[config.mk]
export PLATFORM = sky130hd
export DESIGN_NAME = rbm_vote_argmax
export DESIGN_NICKNAME = d
export VERILOG_FILES = /design/src/rtl/rbm_vote_argmax.sv
export SDC_FILE = /design/constraint.sdc
export NUM_CORES = 1
export LEC_CHECK = 0
export ABC_CLOCK_PERIOD_IN_PS = 8850
export BUFFER_PORTS_ARGS = -buffer_cell sky130_fd_sc_hd__buf_2
export CAP_MARGIN = 30
export CELL_PAD_IN_SITES_DETAIL_PLACEMENT = 1
export CELL_PAD_IN_SITES_GLOBAL_PLACEMENT = 1
export CORE_ASPECT_RATIO = 2
export CORE_MARGIN = 4
export CORE_UTILIZATION = 44
export DETAILED_ROUTE_END_ITERATION = 10
export GPL_TIMING_DRIVEN = 0
export MAX_ROUTING_LAYER = met4
export PLACE_DENSITY_LB_ADDON = 0.1
export SETUP_SLACK_MARGIN = 0.4
export SLEW_MARGIN = 25
export SYNTH_ARGS = -nofsm -noshare
export SYNTH_HDL_FRONTEND = slang
export SYNTH_SLANG_ARGS = --single-unit
[constraint.sdc]
create_clock -name clock -period 8.85 [get_ports clock]
set_input_delay 1.3275 -clock clock [delete_from_list [all_inputs] [get_ports clock]]
set_output_delay 1.3275 -clock clock [all_outputs]
set_load 0.05 [all_outputs]
[src/rtl/rbm_vote_argmax.sv]
// Argmax back-end for the RBM vote vector: snapshots the votes on a finish edge,
// scans one class per cycle, hands the winner out over valid/ready and keeps accuracy stats.
module rbm_vote_argmax #(
  parameter int bitlength  = 12,
  parameter int output_dim = 10,
  parameter int cls_width  = 4,
  parameter int stat_width = 16
) (
  input  logic                             clock,
  input  logic                             reset,
  input  logic                             finish,
  input  logic [output_dim*bitlength-1:0]  OutputData,
  input  logic [cls_width-1:0]             label,
  input  logic                             clear_stats,
  input  logic                             result_ready,
  output logic                             result_valid,
  output logic [cls_width-1:0]             class_id,
  output logic [bitlength-1:0]             max_count,
  output logic                             tie,
  output logic [stat_width-1:0]            correct_count,
  output logic [stat_width-1:0]            total_count,
  output logic                             busy,
  output logic                             overrun
);

  typedef enum logic [1:0] {
    IDLE = 2'd0,
    SCAN = 2'd1,
    DONE = 2'd2
  } state_e;

  localparam logic [cls_width-1:0]  LAST_IDX = cls_width'(output_dim - 1);
  localparam logic [stat_width-1:0] STAT_MAX = {stat_width{1'b1}};

  state_e                 state_q, state_d;
  logic                   finish_dly_q, finish_dly_d;
  logic [bitlength-1:0]   votes_q [output_dim];
  logic [bitlength-1:0]   votes_d [output_dim];
  logic [cls_width-1:0]   label_q, label_d;
  logic [cls_width-1:0]   idx_q, idx_d;
  logic [cls_width-1:0]   best_q, best_d;
  logic [bitlength-1:0]   max_q, max_d;
  logic                   tie_q, tie_d;
  logic                   valid_q, valid_d;
  logic [stat_width-1:0]  correct_q, correct_d;
  logic [stat_width-1:0]  total_q, total_d;
  logic                   overrun_q, overrun_d;

  logic                   edge_s;
  logic                   hit_s;
  logic [bitlength-1:0]   cur_vote_s;

  // Next-state, scan datapath and statistics update
  always_comb begin
    state_d      = state_q;
    finish_dly_d = finish;
    votes_d      = votes_q;
    label_d      = label_q;
    idx_d        = idx_q;
    best_d       = best_q;
    max_d        = max_q;
    tie_d        = tie_q;
    valid_d      = valid_q;
    correct_d    = correct_q;
    total_d      = total_q;
    overrun_d    = overrun_q;

    edge_s     = finish & ~finish_dly_q;
    cur_vote_s = votes_q[idx_q];
    // An out-of-range label can never match, whatever best_q holds.
    hit_s      = (32'(label_q) < 32'(output_dim)) && (best_q == label_q);

    case (state_q)
      IDLE: begin
        if (edge_s) begin
          for (int i = 0; i < output_dim; i++) begin
            votes_d[i] = OutputData[i*bitlength +: bitlength];
          end
          label_d = label;
          best_d  = {cls_width{1'b0}};
          max_d   = OutputData[bitlength-1:0];
          tie_d   = 1'b0;
          idx_d   = cls_width'(1);
          state_d = SCAN;
        end else begin
          state_d = IDLE;
        end
      end
      SCAN: begin
        if (cur_vote_s > max_q) begin
          best_d = idx_q;
          max_d  = cur_vote_s;
          tie_d  = 1'b0;
        end else if (cur_vote_s == max_q) begin
          tie_d = 1'b1;
        end else begin
          tie_d = tie_q;
        end
        if (idx_q == LAST_IDX) begin
          state_d = DONE;
          valid_d = 1'b1;
        end else begin
          idx_d = idx_q + 1'b1;
        end
      end
      DONE: begin
        if (result_ready) begin
          valid_d = 1'b0;
          state_d = IDLE;
          if (total_q != STAT_MAX) begin
            total_d = total_q + 1'b1;
          end else begin
            total_d = total_q;
          end
          if (hit_s && (correct_q != STAT_MAX)) begin
            correct_d = correct_q + 1'b1;
          end else begin
            correct_d = correct_q;
          end
        end else begin
          state_d = DONE;
        end
      end
      default: begin
        state_d = IDLE;
        valid_d = 1'b0;
      end
    endcase

    if (edge_s && (state_q != IDLE)) begin
      overrun_d = 1'b1;
    end else begin
      overrun_d = overrun_d;
    end

    // A clear coinciding with a handshake wins over the increment.
    if (clear_stats) begin
      correct_d = {stat_width{1'b0}};
      total_d   = {stat_width{1'b0}};
      overrun_d = 1'b0;
    end else begin
      correct_d = correct_d;
    end
  end

  // State, snapshot and result registers
  always_ff @(posedge clock or negedge reset) begin
    if (!reset) begin
      state_q      <= IDLE;
      finish_dly_q <= 1'b0;
      for (int i = 0; i < output_dim; i++) begin
        votes_q[i] <= {bitlength{1'b0}};
      end
      label_q      <= {cls_width{1'b0}};
      idx_q        <= {cls_width{1'b0}};
      best_q       <= {cls_width{1'b0}};
      max_q        <= {bitlength{1'b0}};
      tie_q        <= 1'b0;
      valid_q      <= 1'b0;
      correct_q    <= {stat_width{1'b0}};
      total_q      <= {stat_width{1'b0}};
      overrun_q    <= 1'b0;
    end else begin
      state_q      <= state_d;
      finish_dly_q <= finish_dly_d;
      votes_q      <= votes_d;
      label_q      <= label_d;
      idx_q        <= idx_d;
      best_q       <= best_d;
      max_q        <= max_d;
      tie_q        <= tie_d;
      valid_q      <= valid_d;
      correct_q    <= correct_d;
      total_q      <= total_d;
      overrun_q    <= overrun_d;
    end
  end

  assign result_valid  = valid_q;
  assign class_id      = best_q;
  assign max_count     = max_q;
  assign tie           = tie_q;
  assign correct_count = correct_q;
  assign total_count   = total_q;
  assign overrun       = overrun_q;
  assign busy          = (state_q != IDLE);

endmodule

==> reports/results.ini <==
[status]
status = completed

[timing]
hold_viol_final = 0
post-route-period-util = 0.551
slew-limit-headroom = 0.433
finalCriticalPeriod_ns = 4.88
setup_ws_ns = 3.97
finalSetupTns_ns = 0
skew_ns = 0.00659
whs_ns = 0.507
fmax_ghz = 0.205
tightest_slew_ns = 0.850
rsz0062_at_grt = no
setup_violations = 0
finalMaxSlewViolations = 0

[floorplanning]
initial_core_util = 0.448
std_cell_rows = 72
die-area_sq_um = 22300
die_w_um = 108
core_region_area_sq_um = 19500
chipHeight_um = 207
pin_count = 181

[synth]
synth.distinct_cells = 44
postSynthCellCount = 674
synthTopCellsByArea = dfrtp_1, mux2_2, mux4_2
synthMostInstantiatedCell = dfrtp_1
synth.top_cell.area_share = 0.522
synth_enable_flop_cells = 0
synth_common_cells = dfrtp_1, mux2_2, nand2_1, nor2_1, a21oi_1
yosysTopAreaCell = dfrtp_1
netlist_area_sq_um = 8720
syn_avg_cell_area_sq_um = 12.9
ys_warn_count = 0
synth-seq-cells = 182
syn_nets = 819
synth_ff_type = dfrtp_1
yosysSeqAreaShare = 0.522
synth-async-reset-ratio = 1.00

[clock_tree]
root_buffer = clkbuf_16
hold_buffers = 0
cts.htree.levels = 4
cts_setup_buffers = 0
clk_latency_ns = 0.43
clock_path_buffers = 2
cts_num_sinks = 182
cts_buffers = 17
clk_pin_slew_worst_paths_ns = 0.07
cts-resized-gates = 0
cts_tree = yes

[critical_path]
crit_type = reg -> reg
crit_path_max_incr_delay_ns = 0.67
worst-path-buf-inv = 3
startpoint_type = register
path_max_fanout = 10
crit_path_end_kind = register
crit_chain = clkbuf_1 > clkbuf_1 > mux4_2 > a221oi_1 > a21oi_1 > ha_1 > a211oi_1 > nor2_1 > or4_1 > a21oi_2 > buf_4 > mux2i_1
crit_top_cell = clkbuf_1
slowest_stage = clkbuf_1
arrival_ns = 5.23
critPathTopFamily = buffers and inverters
worstPathRequired_ns = 9.20

[route]
drc = 0
drt-pass1-iter-count = 4
drt_iter0_markers = 225
wl_per_cell_um = 22.0
vias_per_cell = 5.44
wl_mm = 25.2
vias = 6240
drtAntennaViolNets = 0

[global_route]
grt_max_degree = 87
antenna_found_initial = 1
grt_util_all_layers = 0.243
grt_pass1_vias = 7308
grt_pass1_wl_mm = 40.1
grt_overflow_total = 0

[power_and_ir_drop]
max-vdd-ir-drop_v = 0.000185
switching_share = 0.378
p_seq_frac = 0.352
power_density_nw_per_um2 = 372
power.switching_mw = 1.49
pwr-share-clk = 0.199
power.leakage_nw = 4.89
power_frac_comb = 0.449
p_int_mw = 2.45

[flow_run]
max_cap_violations = 0

[placement]
place_congestion = 0.849
dp_hpwl_mm = 20.0
io_buffers = 179
pre_cts_ws_ns = 4.02

[cells_and_area]
area.growth.synth_to_final_pct = 21.6
fillers = 2113
fin_nets = 1019
layout-drive-gt1-share = 0.450

[worst_hold_path]
hold_path_class = reg -> reg

## flip-flops by register name, indices dropped and copies added (netlist names)
signal         flops
total_count       16
overrun            1
state_q            2
class_id           4
idx_q              4
label_q            4
finish_dly_q       1
votes_q          120
max_count         12
result_valid       1
tie                1
correct_count     16
## power by group through the flow
stage / clock network [mW] / logic, mW / registers [mW]
finish: 0.785 / 1.77 / 1.39
global route: 0.842 / 1.91 / 1.43
CTS: 0.805 / 1.80 / 1.39
detailed placement: 0 / 1.79 / 1.40
global placement: 0 / 1.72 / 1.36
floorplan: 0 / 1.17 / 1.44
## cells in the final DEF (no fill, tap or decap), types with 12 or more instances in the layout
master	Yosys	layout
mux2i_1	25	25
nor2_1	40	40
o21ai_0	12	12
mux4_2	24	24
mux2_2	140	140
inv_1	19	19
ha_1	16	16
buf_2	17	195
clkbuf_1	14	17
nand4_1	12	12
a21oi_1	26	26
xor2_1	21	21
dfrtp_1	182	182
clkbuf_16	0	17
nand2_1	41	41
## routing by layer
layer / vias up / global-route usage / share of wire
met3: 42 / 0.0411 / 0.037
met2: 165 / 0.468 / 0.60
met1: 3208 / 0.234 / 0.34
met4: 0 / 0.0867 / 0.032
li1: 2825 / - / -
met5: - / - / 0
## final cells by class
| class | count | area, sq um | area share |
|---|---|---|---|
| Sequential cell | 182 | 4550 | 0.429 |
| Multi-Input combinational cell | 436 | 3920 | 0.370 |
| Timing Repair Buffer | 181 | 961 | 0.0906 |
| Clock buffer | 21 | 450 | 0.0425 |
| Tap cell | 259 | 324 | 0.0306 |
| Buffer | 36 | 168 | 0.0158 |
| Clock inverter | 11 | 149 | 0.0140 |
| Inverter | 20 | 75.1 | 0.00708 |
| Antenna cell | 1 | 2.50 | 0.000236 |
## per-stage QoR
stage          instances  power [mW]  cell area (sq um)  utilization
2_1_floorplan        674        2.61               8720            -
3_3_place_gp        1112        3.09               9940        0.511
3_5_place_dp        1114        3.18              10000        0.514
4_1_cts             1146        3.99              10600        0.545
5_1_grt             1147        4.18              10600        0.545
6_report            1147        3.94              10600        0.545
## cells by family after synthesis
family | after synthesis | synth area share
mux | 189 | 0.271
simple gates | 146 | 0.0849
xor+xnor | 27 | 0.0271
compound gates | 58 | 0.0433
buf+inv | 56 | 0.0278
fa+ha+maj | 16 | 0.0230
flops | 182 | 0.522
## worst reg2reg max path: cells and delay by family (launching register included)
family | cells | cell delay (ns)
buffers and inverters | 3 | 1.49
AO/OA/AOI/OAI | 4 | 1.29
adder cells (fa/ha/maj) | 1 | 0.36
flip-flops | 1 | 0.35
multiplexers | 2 | 0.73
AND/OR/NAND/NOR | 2 | 0.56
## worst paths after layout
| path | startpoint | to | slack (ns) | cells past startpoint |
|---|---|---|---|---|
| max in group asynchronous | reset | max_count[4] | 7.38 | 2 |
| hold reg to reg | votes_q[19] | votes_q[19] | 0.51 | 1 |
| setup / recovery | idx_q[1] | max_count[9] | 3.97 | 12 |
| setup reg to reg | idx_q[1] | max_count[9] | 3.97 | 12 |
| hold / removal | votes_q[19] | votes_q[19] | 0.51 | 1 |
| min in group asynchronous | reset | correct_count[7] | 0.75 | 1 |
Power figures use the tool's default switching activity.
